$ cat src/rtl/data_mem_resp.sv
// Data-memory responder for the single-cycle core: word-organised RAM with
// byte/half/word access, plus a small MMIO block (GPIO, 64-bit timer with
// compare, sticky status). Loads are combinational; stores commit on the edge.
`timescale 1ns/1ps
module data_mem_resp #(
  parameter int unsigned DEPTH_WORDS = 64,
  parameter logic [31:0] MMIO_BASE   = 32'h0000_2000
) (
  input  logic        clk,
  input  logic        reset,
  input  logic        MemWrite,
  input  logic        MemRead,
  input  logic [2:0]  Funct3,
  input  logic [31:0] Mem_WrAddr,
  input  logic [31:0] Mem_WrData,
  output logic [31:0] ReadData,
  output logic [7:0]  gpio_out,
  output logic        timer_irq
);

  localparam int unsigned AW        = $clog2(DEPTH_WORDS);
  localparam logic [31:0] RAM_BYTES = 32'(4 * DEPTH_WORDS);

  logic [31:0] mem [DEPTH_WORDS];

  logic [7:0]  gpio_q;
  logic [63:0] mtime_q;
  logic [31:0] hi_shadow_q;
  logic [31:0] mtimecmp_q;
  logic [1:0]  status_q;
  logic [1:0]  status_d;

  logic          ram_hit, mmio_hit, mmio_ok;
  logic [31:0]   mmio_off;
  logic          is_byte, is_half, is_word, misalign, fault;
  logic [AW-1:0] ram_idx;
  logic [31:0]   ram_rdata, ram_load, mmio_rdata, wlane;
  logic [7:0]    rd_byte;
  logic [15:0]   rd_half;
  logic [3:0]    be;
  logic          mmio_wr, mtime_lo_rd;
  logic [1:0]    w1c, status_set;

  // Address decode, alignment and fault detection.
  always_comb begin
    ram_hit  = Mem_WrAddr < RAM_BYTES;
    mmio_off = Mem_WrAddr - MMIO_BASE;
    mmio_hit = (Mem_WrAddr >= MMIO_BASE) && (mmio_off < 32'h14);
    is_byte  = (Funct3 == 3'b000) || (Funct3 == 3'b100);
    is_half  = (Funct3 == 3'b001) || (Funct3 == 3'b101);
    is_word  = (Funct3 == 3'b010);
    misalign = (is_half && Mem_WrAddr[0]) || (is_word && (Mem_WrAddr[1:0] != 2'b00));
    // Non-word MMIO accesses are silently dropped, so only word MMIO can fault.
    fault    = (MemRead || MemWrite) && misalign && (ram_hit || (mmio_hit && is_word));
    mmio_ok  = mmio_hit && is_word && (Mem_WrAddr[1:0] == 2'b00);
    mmio_wr  = MemWrite && mmio_ok;
    mtime_lo_rd = MemRead && mmio_ok && (mmio_off[4:2] == 3'd1);
    ram_idx  = Mem_WrAddr[AW+1:2];
  end

  // Store byte enables and lane-replicated write data.
  always_comb begin
    be    = 4'b0000;
    wlane = Mem_WrData;
    if (MemWrite && ram_hit && !misalign) begin
      case (Funct3)
        3'b000:  be = 4'b0001 << Mem_WrAddr[1:0];
        3'b001:  be = Mem_WrAddr[1] ? 4'b1100 : 4'b0011;
        3'b010:  be = 4'b1111;
        default: be = 4'b0000;
      endcase
    end
    if (is_byte)      wlane = {4{Mem_WrData[7:0]}};
    else if (is_half) wlane = {2{Mem_WrData[15:0]}};
  end

  // RAM write port; contents are not reset, but stores are blocked during reset.
  always_ff @(posedge clk) begin
    if (reset) begin
      for (int i = 0; i < 4; i++) begin
        if (be[i]) mem[ram_idx][8*i +: 8] <= wlane[8*i +: 8];
      end
    end
  end

  // RAM load lane select and sign/zero extension.
  always_comb begin
    ram_rdata = mem[ram_idx];
    case (Mem_WrAddr[1:0])
      2'd0:    rd_byte = ram_rdata[7:0];
      2'd1:    rd_byte = ram_rdata[15:8];
      2'd2:    rd_byte = ram_rdata[23:16];
      default: rd_byte = ram_rdata[31:24];
    endcase
    rd_half = Mem_WrAddr[1] ? ram_rdata[31:16] : ram_rdata[15:0];
    case (Funct3)
      3'b000:  ram_load = {{24{rd_byte[7]}}, rd_byte};
      3'b100:  ram_load = {24'b0, rd_byte};
      3'b001:  ram_load = {{16{rd_half[15]}}, rd_half};
      3'b101:  ram_load = {16'b0, rd_half};
      3'b010:  ram_load = ram_rdata;
      default: ram_load = 32'b0;
    endcase
    if (misalign) ram_load = 32'b0;
  end

  // MMIO read mux and final read-data select.
  always_comb begin
    case (mmio_off[4:2])
      3'd0:    mmio_rdata = {24'b0, gpio_q};
      3'd1:    mmio_rdata = mtime_q[31:0];
      3'd2:    mmio_rdata = hi_shadow_q;
      3'd3:    mmio_rdata = mtimecmp_q;
      3'd4:    mmio_rdata = {30'b0, status_q};
      default: mmio_rdata = 32'b0;
    endcase
    if (ram_hit)      ReadData = ram_load;
    else if (mmio_ok) ReadData = mmio_rdata;
    else              ReadData = 32'b0;
  end

  // Status next state: set conditions win over a same-edge write-1-to-clear.
  always_comb begin
    status_set = {fault, mtime_q[31:0] == mtimecmp_q};
    w1c        = (mmio_wr && (mmio_off[4:2] == 3'd4)) ? Mem_WrData[1:0] : 2'b00;
    status_d   = status_set | (status_q & ~w1c);
  end

  // MMIO registers and free-running timer.
  always_ff @(posedge clk or negedge reset) begin
    if (!reset) begin
      gpio_q      <= 8'h00;
      mtime_q     <= 64'd0;
      hi_shadow_q <= 32'd0;
      mtimecmp_q  <= 32'hFFFF_FFFF;
      status_q    <= 2'b00;
    end else begin
      mtime_q  <= mtime_q + 64'd1;
      status_q <= status_d;
      // Latching the high word on a low-word read gives a coherent 64-bit sample.
      if (mtime_lo_rd) hi_shadow_q <= mtime_q[63:32];
      if (mmio_wr) begin
        case (mmio_off[4:2])
          3'd0:    gpio_q     <= Mem_WrData[7:0];
          3'd3:    mtimecmp_q <= Mem_WrData;
          default: ;
        endcase
      end
    end
  end

  assign gpio_out  = gpio_q;
  assign timer_irq = status_q[0];

endmodule

$ cat config.mk
export PLATFORM = sky130hd
export DESIGN_NAME = data_mem_resp
export DESIGN_NICKNAME = d
export VERILOG_FILES = /design/src/rtl/data_mem_resp.sv
export SDC_FILE = /design/constraint.sdc
export NUM_CORES = 2
export LEC_CHECK = 0
export CORE_ASPECT_RATIO = 1.4
export CORE_MARGIN = 2
export CORE_UTILIZATION = 50
export CTS_BUF_LIST = sky130_fd_sc_hd__clkbuf_2 sky130_fd_sc_hd__clkbuf_4 sky130_fd_sc_hd__clkbuf_8
export DETAILED_ROUTE_END_ITERATION = 8
export PLACE_DENSITY = 0.66
export SYNTH_ARGS = -nofsm -noshare
export SYNTH_HDL_FRONTEND = slang
export SYNTH_SLANG_ARGS = --single-unit
$ cat constraint.sdc
create_clock -name clk -period 6.46 [get_ports clk]
set_input_delay 0.969 -clock clk [delete_from_list [all_inputs] [get_ports clk]]
set_output_delay 0.969 -clock clk [all_outputs]
set_load 0.02 [all_outputs]
==> Word-level counts from Yosys, hierarchy flattened <==
Memory sizes are Yosys's and may differ from the RTL's.
Cells that the tools add are included.
{ "op_classes": {"addsub": 2, "n_lt_le_gt_ge": 3, "eq_ne": 11, "n_shift": 1, "n_mux": 25, "bitwise_logic": 3, "reduce_logical": 25} }
{ "ops": {"columns": ["cell", "count"], "rows": [
  ["32-bit case mux with 5 select lines", 2],
  ["32-bit 2-to-1 mux", 5],
  ["64-bit by 1-bit adder with 64-bit output (second input constant)", 1],
  ["32-bit equality test", 1],
  ["32-bit by 14-bit >= comparator with 1-bit output (second input constant)", 1],
  ["32-bit by 5-bit < comparator with 1-bit output (second input constant)", 1],
  ["32-bit by 9-bit < comparator with 1-bit output (second input constant)", 1],
  ["32-bit by 14-bit subtractor with 32-bit output (second input constant)", 1],
  ["8-bit case mux with 3 select lines", 1],
  ["16-bit 2-to-1 mux", 1],
  ["1-bit logical AND", 13],
  ["1-bit 2-to-1 mux", 12],
  ["4-bit case mux with 3 select lines", 1],
  ["3-bit by 2-bit equality test with 1-bit output (second input constant)", 3],
  ["3-bit equality test (second input constant)", 3],
  ["4-bit 2-to-1 mux", 2],
  ["3-bit by 1-bit equality test with 1-bit output (second input constant)", 2],
  ["3-bit zero test", 2],
  ["1-bit logical OR", 5],
  ["2-bit AND reduction", 2],
  ["1-bit by 2-bit left shift with 4-bit output (first input constant)", 1],
  ["2-bit AND", 1],
  ["2-bit by 1-bit equality test with 1-bit output (second input constant)", 1],
  ["2-bit equality test (second input constant)", 1],
  ["other kinds (6)", 6]
]} }
{ "totals": {"regBits": 138, "ram_bits": 2048, "input_bits": 71, "output_inout_bits": 41, "word_cells": 76, "mem_count": 1} }
{ "memory_table": {"columns": ["memory", "words", "word_bits", "rd", "rd_clocked_by_memory_dff", "write_ports", "line_no", "rtl"], "rows": [
  ["mem", 64, 32, 1, 0, 1, "24", "logic [31:0] mem [DEPTH_WORDS];"]
]} }

==> Longest topological paths before layout <==
{ "depth": {"ltp_word": 11, "ltp_mapped": 16, "mapped_depth_nobuf": 10} }

==> Worst setup path after synthesis <==
OpenSTA, ideal clock, no wires.
{ "synth_path": {"kind": "input to register", "from": "input port Funct3[0]", "to": "memory mem[0][24], data pin", "setup_time_ns": 0.702, "arrival_ns": 4.215, "required_ns": 5.758, "slack_ns": 1.544, "stages": 4, "path_buffers": 2, "cell_sequence": "buf_2 > buf_1 > mux2i_1 > o21ai_0"} }
{ "synth_between": {"elab_chain_len": 4, "word_cells_on_any_way": 8, "cone_classes": "eq/ne (3); mux (2); reduce/logical (3)"} }
{ "synth_lines": {"columns": ["element", "line_no", "rtl"], "rows": [
  ["from (decl)", "13", "input logic [2:0] Funct3,"],
  ["3-bit by 1-bit equality test with 1-bit output or 3-bit equality test (tied branches)", "50", "is_half = (Funct3 == 3'b001) || (Funct3 == 3'b101);"],
  ["1-bit logical OR", "50", null],
  ["32-bit 2-to-1 mux", "74", "else if (is_half) wlane = {2{Mem_WrData[15:0]}};"],
  ["32-bit 2-to-1 mux *", "73", "if (is_byte) wlane = {4{Mem_WrData[7:0]}};"],
  ["via wlane[24]", "37", "logic [31:0] ram_rdata, ram_load, mmio_rdata, wlane;"],
  ["to (decl)", "24", null]
]} }
Mark *: on every way through the listed nets, which the timed path passes. The rest lies on a longest branch.

==> Final worst setup path <==
{ "layout_path": {"from": "input port Mem_WrAddr[4]", "to": "output port ReadData[5]"} }
{ "layout_between": {"elab_chain_len": 7, "word_cells_on_any_way": 20, "cone_classes": "add/sub (1); order compare (3); eq/ne (4); mux (7); reduce/logical (4); memory (1)"} }
{ "layout_lines": {"columns": ["element", "line_no", "rtl"], "rows": [
  ["from (decl)", "14", "input logic [31:0] Mem_WrAddr,"],
  ["32-bit by 14-bit subtractor with 32-bit output", "47", "mmio_off = Mem_WrAddr - MMIO_BASE;"],
  ["32-bit by 5-bit < comparator with 1-bit output", "48", "mmio_hit = (Mem_WrAddr >= MMIO_BASE) && (mmio_off < 32'h14);"],
  ["1-bit logical AND", "48", null],
  ["1-bit logical AND (2 in a row)", "55", "mmio_ok = mmio_hit && is_word && (Mem_WrAddr[1:0] == 2'b00);"],
  ["32-bit 2-to-1 mux", "118", "else if (mmio_ok) ReadData = mmio_rdata;"],
  ["32-bit 2-to-1 mux *", "117", "if (ram_hit) ReadData = ram_load;"],
  ["to (decl)", "16", "output logic [31:0] ReadData,"]
]} }
Every way passes the cells marked *; elsewhere a longest branch is shown, timed or not.

==> run summary <==
The flow ran to the end, and the final reports show no timing, DRC or antenna violations. The number of pins exceeding their max-slew limit in the final report came out at 0. The total of max-cap violations is 0. The die boundary height came out at between 400 and 500 µm.

From synthesis to final layout, the design area changed by 14.0%. The post-route setup TNS is 0 ns. The initial core utilization is approximately 50%.

The weighted congestion at the end of routability-driven global placement is about 0.97. After clock tree synthesis, the setup repair step added 0 buffers. The number of sinks handled by clock tree synthesis came out at 2186.

The number of buffers on the longest clock path came out at 4. The count of buffers inserted at the top-level ports came out at between 100 and 150. Data on the critical path arrives at its endpoint at around 5.5 ns. The clock network power share came out at a little under two fifths. The x dimension of the die is about 360 µm. The multi-input gate area in the final layout came out at between 15000 and 20000 µm². The slowest stage of the critical path is the mux2i_1 cell. Combinational logic burns under 10% of the power.

The number of H-tree levels came out at 5. The number of antenna-violating nets in the routed design came out at 0. Measured against its own limit, the worst slew margin works out to approximately 13%.

The netlist area before placement is 86400 µm². The total power density per cell area came out at 286 nW/µm². The storage element area came out at about 65000 µm². The post-synthesis cell type count came out at 83. Wires add up to slightly above 300 mm. At the pin with the least slew margin, the transition time is around 1.3 ns.

Global routing used approximately 34% of the available tracks across all layers. By area the synthesized netlist is led by edfxtp_1 71%, mux2i_1 3.1%, dfrtp_1 3.1%. The total via count in the routed design came out at between 50000 and 60000. On the critical path the largest part of the delay comes from buffers and inverters. The dominant cell type by area after synthesis is edfxtp_1.

The fraction of power spent switching nets is 23.4%. Summed over all layers, the global routing overflow is 0. The path type of the worst min-delay path is primary input to register. The number of antenna violations at the first check in global routing was 13.

The number of remaining DRC errors came out at 0. The final layout contains approximately 5800 nets. The share of the synthesized area in the top cell type is between 70% and 80%.

During synthesis, Yosys emitted a total of 0 warnings. The maximum clock rate came out at about 160 MHz. The standard cell core area came out at 172000 µm².

The final setup violation count is 0. The fraction of synthesis flops using an asynchronous set or reset pin came out at between 6 and 7%. The startpoint-to-endpoint class of the critical path is primary input to primary output. The portion of the clock cycle consumed by the worst path in the final layout came out at between 90% and 100%. The clock skew after layout came out at ~0.048 ns. Internal power comes to 21.6 mW.

The first-pass iteration count of the detailed router is 8. The count of endpoints failing hold in the final timing report was 0. Clock tree synthesis inserted a total of between 300 and 400 buffers.

The net count of the mapped netlist came out at around 5300. The via count of the first global-routing pass is approximately 53000. The die covers about 180000 µm².

The cell leakage power came out at ~32 nW. The number of enable-type register cells in the synthesized netlist came out at ~2000. The required time of the critical path is about 5.5 ns. The ratio of cells with drive above 1 in the final layout is approximately a fifth.

In this run the mean area of a mapped cell was roughly 17 µm². STA classifies the critical path endpoint as a primary output. The critical path goes through buf_8 -> buf_12 -> buf_4 -> buf_4 -> mux4_2 -> mux2i_1 -> o22ai_1 -> nor3_1 -> o2111ai_1 -> buf_4 -> nand3_1 -> o221ai_1 -> a211o_1 -> clkdlybuf4s50_1.

Pin placement for this block handled between 100 and 150 I/O pins. Entering global routing, the biggest net connects a little under 80 pins. In this design, the stage delay of the slowest critical-path cell is around 0.94 ns. The wire length of the first global-routing pass is ~410 mm. Clock-pin slew was measured on the worst setup and hold paths at approximately 0.060 ns. The detailed router's first-iteration violation count came out at roughly 8600. The dominant cell type by count on the critical path is buf_4. The insertion delay to the later sink of the worst-skew pair came out at about 1.1 ns. The commonest register cell after synthesis is edfxtp_1.

STA classifies the critical path startpoint as a primary input. The mean routed wirelength per cell came out at between 30 and 40 µm. The number of buffers and inverters on the critical path is 6. The final critical delay including setup and external delays came out at approximately 6.4 ns. In this run the power spent charging and discharging nets is roughly 6.6 mW. The share of synthesized area occupied by flip-flops and latches is 75.2%.

The peak supply drop came out at 218 µV. The detailed-placement wirelength estimate came out at slightly below 200 mm. Setup repair after global routing left no endpoint under its margin.

The largest driver fanout on the critical path is 36. The total power came out at approximately 28 mW. The filler cell count came out at roughly 13000.

The number of placement rows is 180. The synthesized instance count is around 5200. TritonCTS built the clock tree. The cell sitting at the root of the clock tree is a clkbuf_8. The share of power burned in registers is a little under three fifths. After detailed routing, the number of vias per cell comes to between 6 and 7. The number of synthesized register bits is approximately 2200.
-- through the flow --
step                cell area [µm²]  util [%]  setup WS [ns]  hold slack [ns]  instances
finish                        98500      57.3         0.0301            0.355       8192
global route                  98400      57.3         0.0197            0.323       8184
CTS                           98400      57.3         0.0879            0.293       8183
detailed placement            92400      53.8         0.0836            0.469       7634
global placement              92400      53.8         0.0930            0.456       7634
floorplan                     86400         -           1.54            0.438       5193
-- synth_stat cells, drive strengths merged, types with 52 or more instances --
master and instances:
o22ai 73, nand2 217, a221oi 172, xor2 52, clkbuf 130, a31oi 55
a22oi 327, nand3 55, a21oi 160, dfrtp 106, mux2 196, buf 223
o21ai 130, mux4 70, edfxtp 2048, nor2 406, mux2i 270
-- worst paths after layout --
check	from	end	slack, ns	cells after the start
hold reg to reg	mtime_q[63]	mtime_q[63]	0.48	1
min in group asynchronous	reset	mtime_q[24]	0.53	2
setup reg to reg	mtime_q[3]	mtime_q[47]	2.60	8
max in group asynchronous	reset	mtime_q[1]	4.56	3
setup / recovery	Mem_WrAddr[4]	ReadData[5]	0.03	14
hold / removal	Mem_WrData[7]	mem[0][7]	0.36	1
-- registers in the layout, indices dropped and copies added (netlist names) --
register / count
mem: 2048
mtime_q: 64
hi_shadow_q: 32
mtimecmp_q: 32
gpio_out: 8
status_q: 2
-- area by class of cell --
cell class / count / area share (%)
diodes: 9 / 0.0229
inverters: 13 / 0.0572
flip-flops and latches: 2186 / 66.0
clock inverters: 115 / 0.644
clock buffers: 433 / 5.41
repair buffers: 520 / 4.83
multi-input cells: 2641 / 20.1
well taps: 2275 / 2.89
-- power groups by stage --
stage                     sequential [mW]  clock [mW]  combinational (mW)
after detailed placement             15.9           0                1.79
after CTS                            15.6        10.8                1.79
after global routing                 15.6        11.3                1.88
after global placement               15.9           0                1.77
final                                15.6        10.7                1.87
after floorplan                      15.9           0               0.815
-- layout by cell type, fill, tap and decap left out, types with 118 or more instances in the layout --
| cell type | count |
|---|---|
| a21oi_1 | 160 |
| a221oi_1 | 165 |
| a22oi_1 | 327 |
| buf_4 | 360 |
| clkbuf_8 | 332 |
| edfxtp_1 | 2048 |
| mux2_2 | 179 |
| mux2i_1 | 270 |
| nand2_1 | 213 |
| nor2_1 | 400 |
| o21ai_0 | 118 |
-- logic make-up (layout without fill, tap and decap cells) --
kind of cell | Yosys count | count (layout) | share of synthesized area (%)
multiplexers | 536 | 536 | 7.52
AO/OA/AOI/OAI | 1149 | 1149 | 9.69
XOR/XNOR | 97 | 97 | 0.983
other | 0 | 9 | 0
flip-flops | 2186 | 2186 | 75.2
AND/OR/NAND/NOR | 857 | 857 | 4.41
adder cells (fa/ha/maj) | 2 | 2 | 0.0290
buffers and inverters | 366 | 1081 | 2.14
-- routing by layer --
metal / GRT usage (%) / vias to the layer above / share of wire [%]
met2: 53.0 / 4145 / 46
met3: 9.26 / 998 / 12
li1: - / 21880 / -
met4: 26.8 / 18 / 9.4
met1: 40.0 / 27478 / 33
met5: 0 / - / 0.034
-- repair_timing --
action,4_1_cts,5_1_grt
gates resized for setup,0,2
setup endpoints to repair,0,6
endpoints found under the hold margin,66,0
hold buffers,1,0
Note: power is estimated with default switching activity, not from simulation.
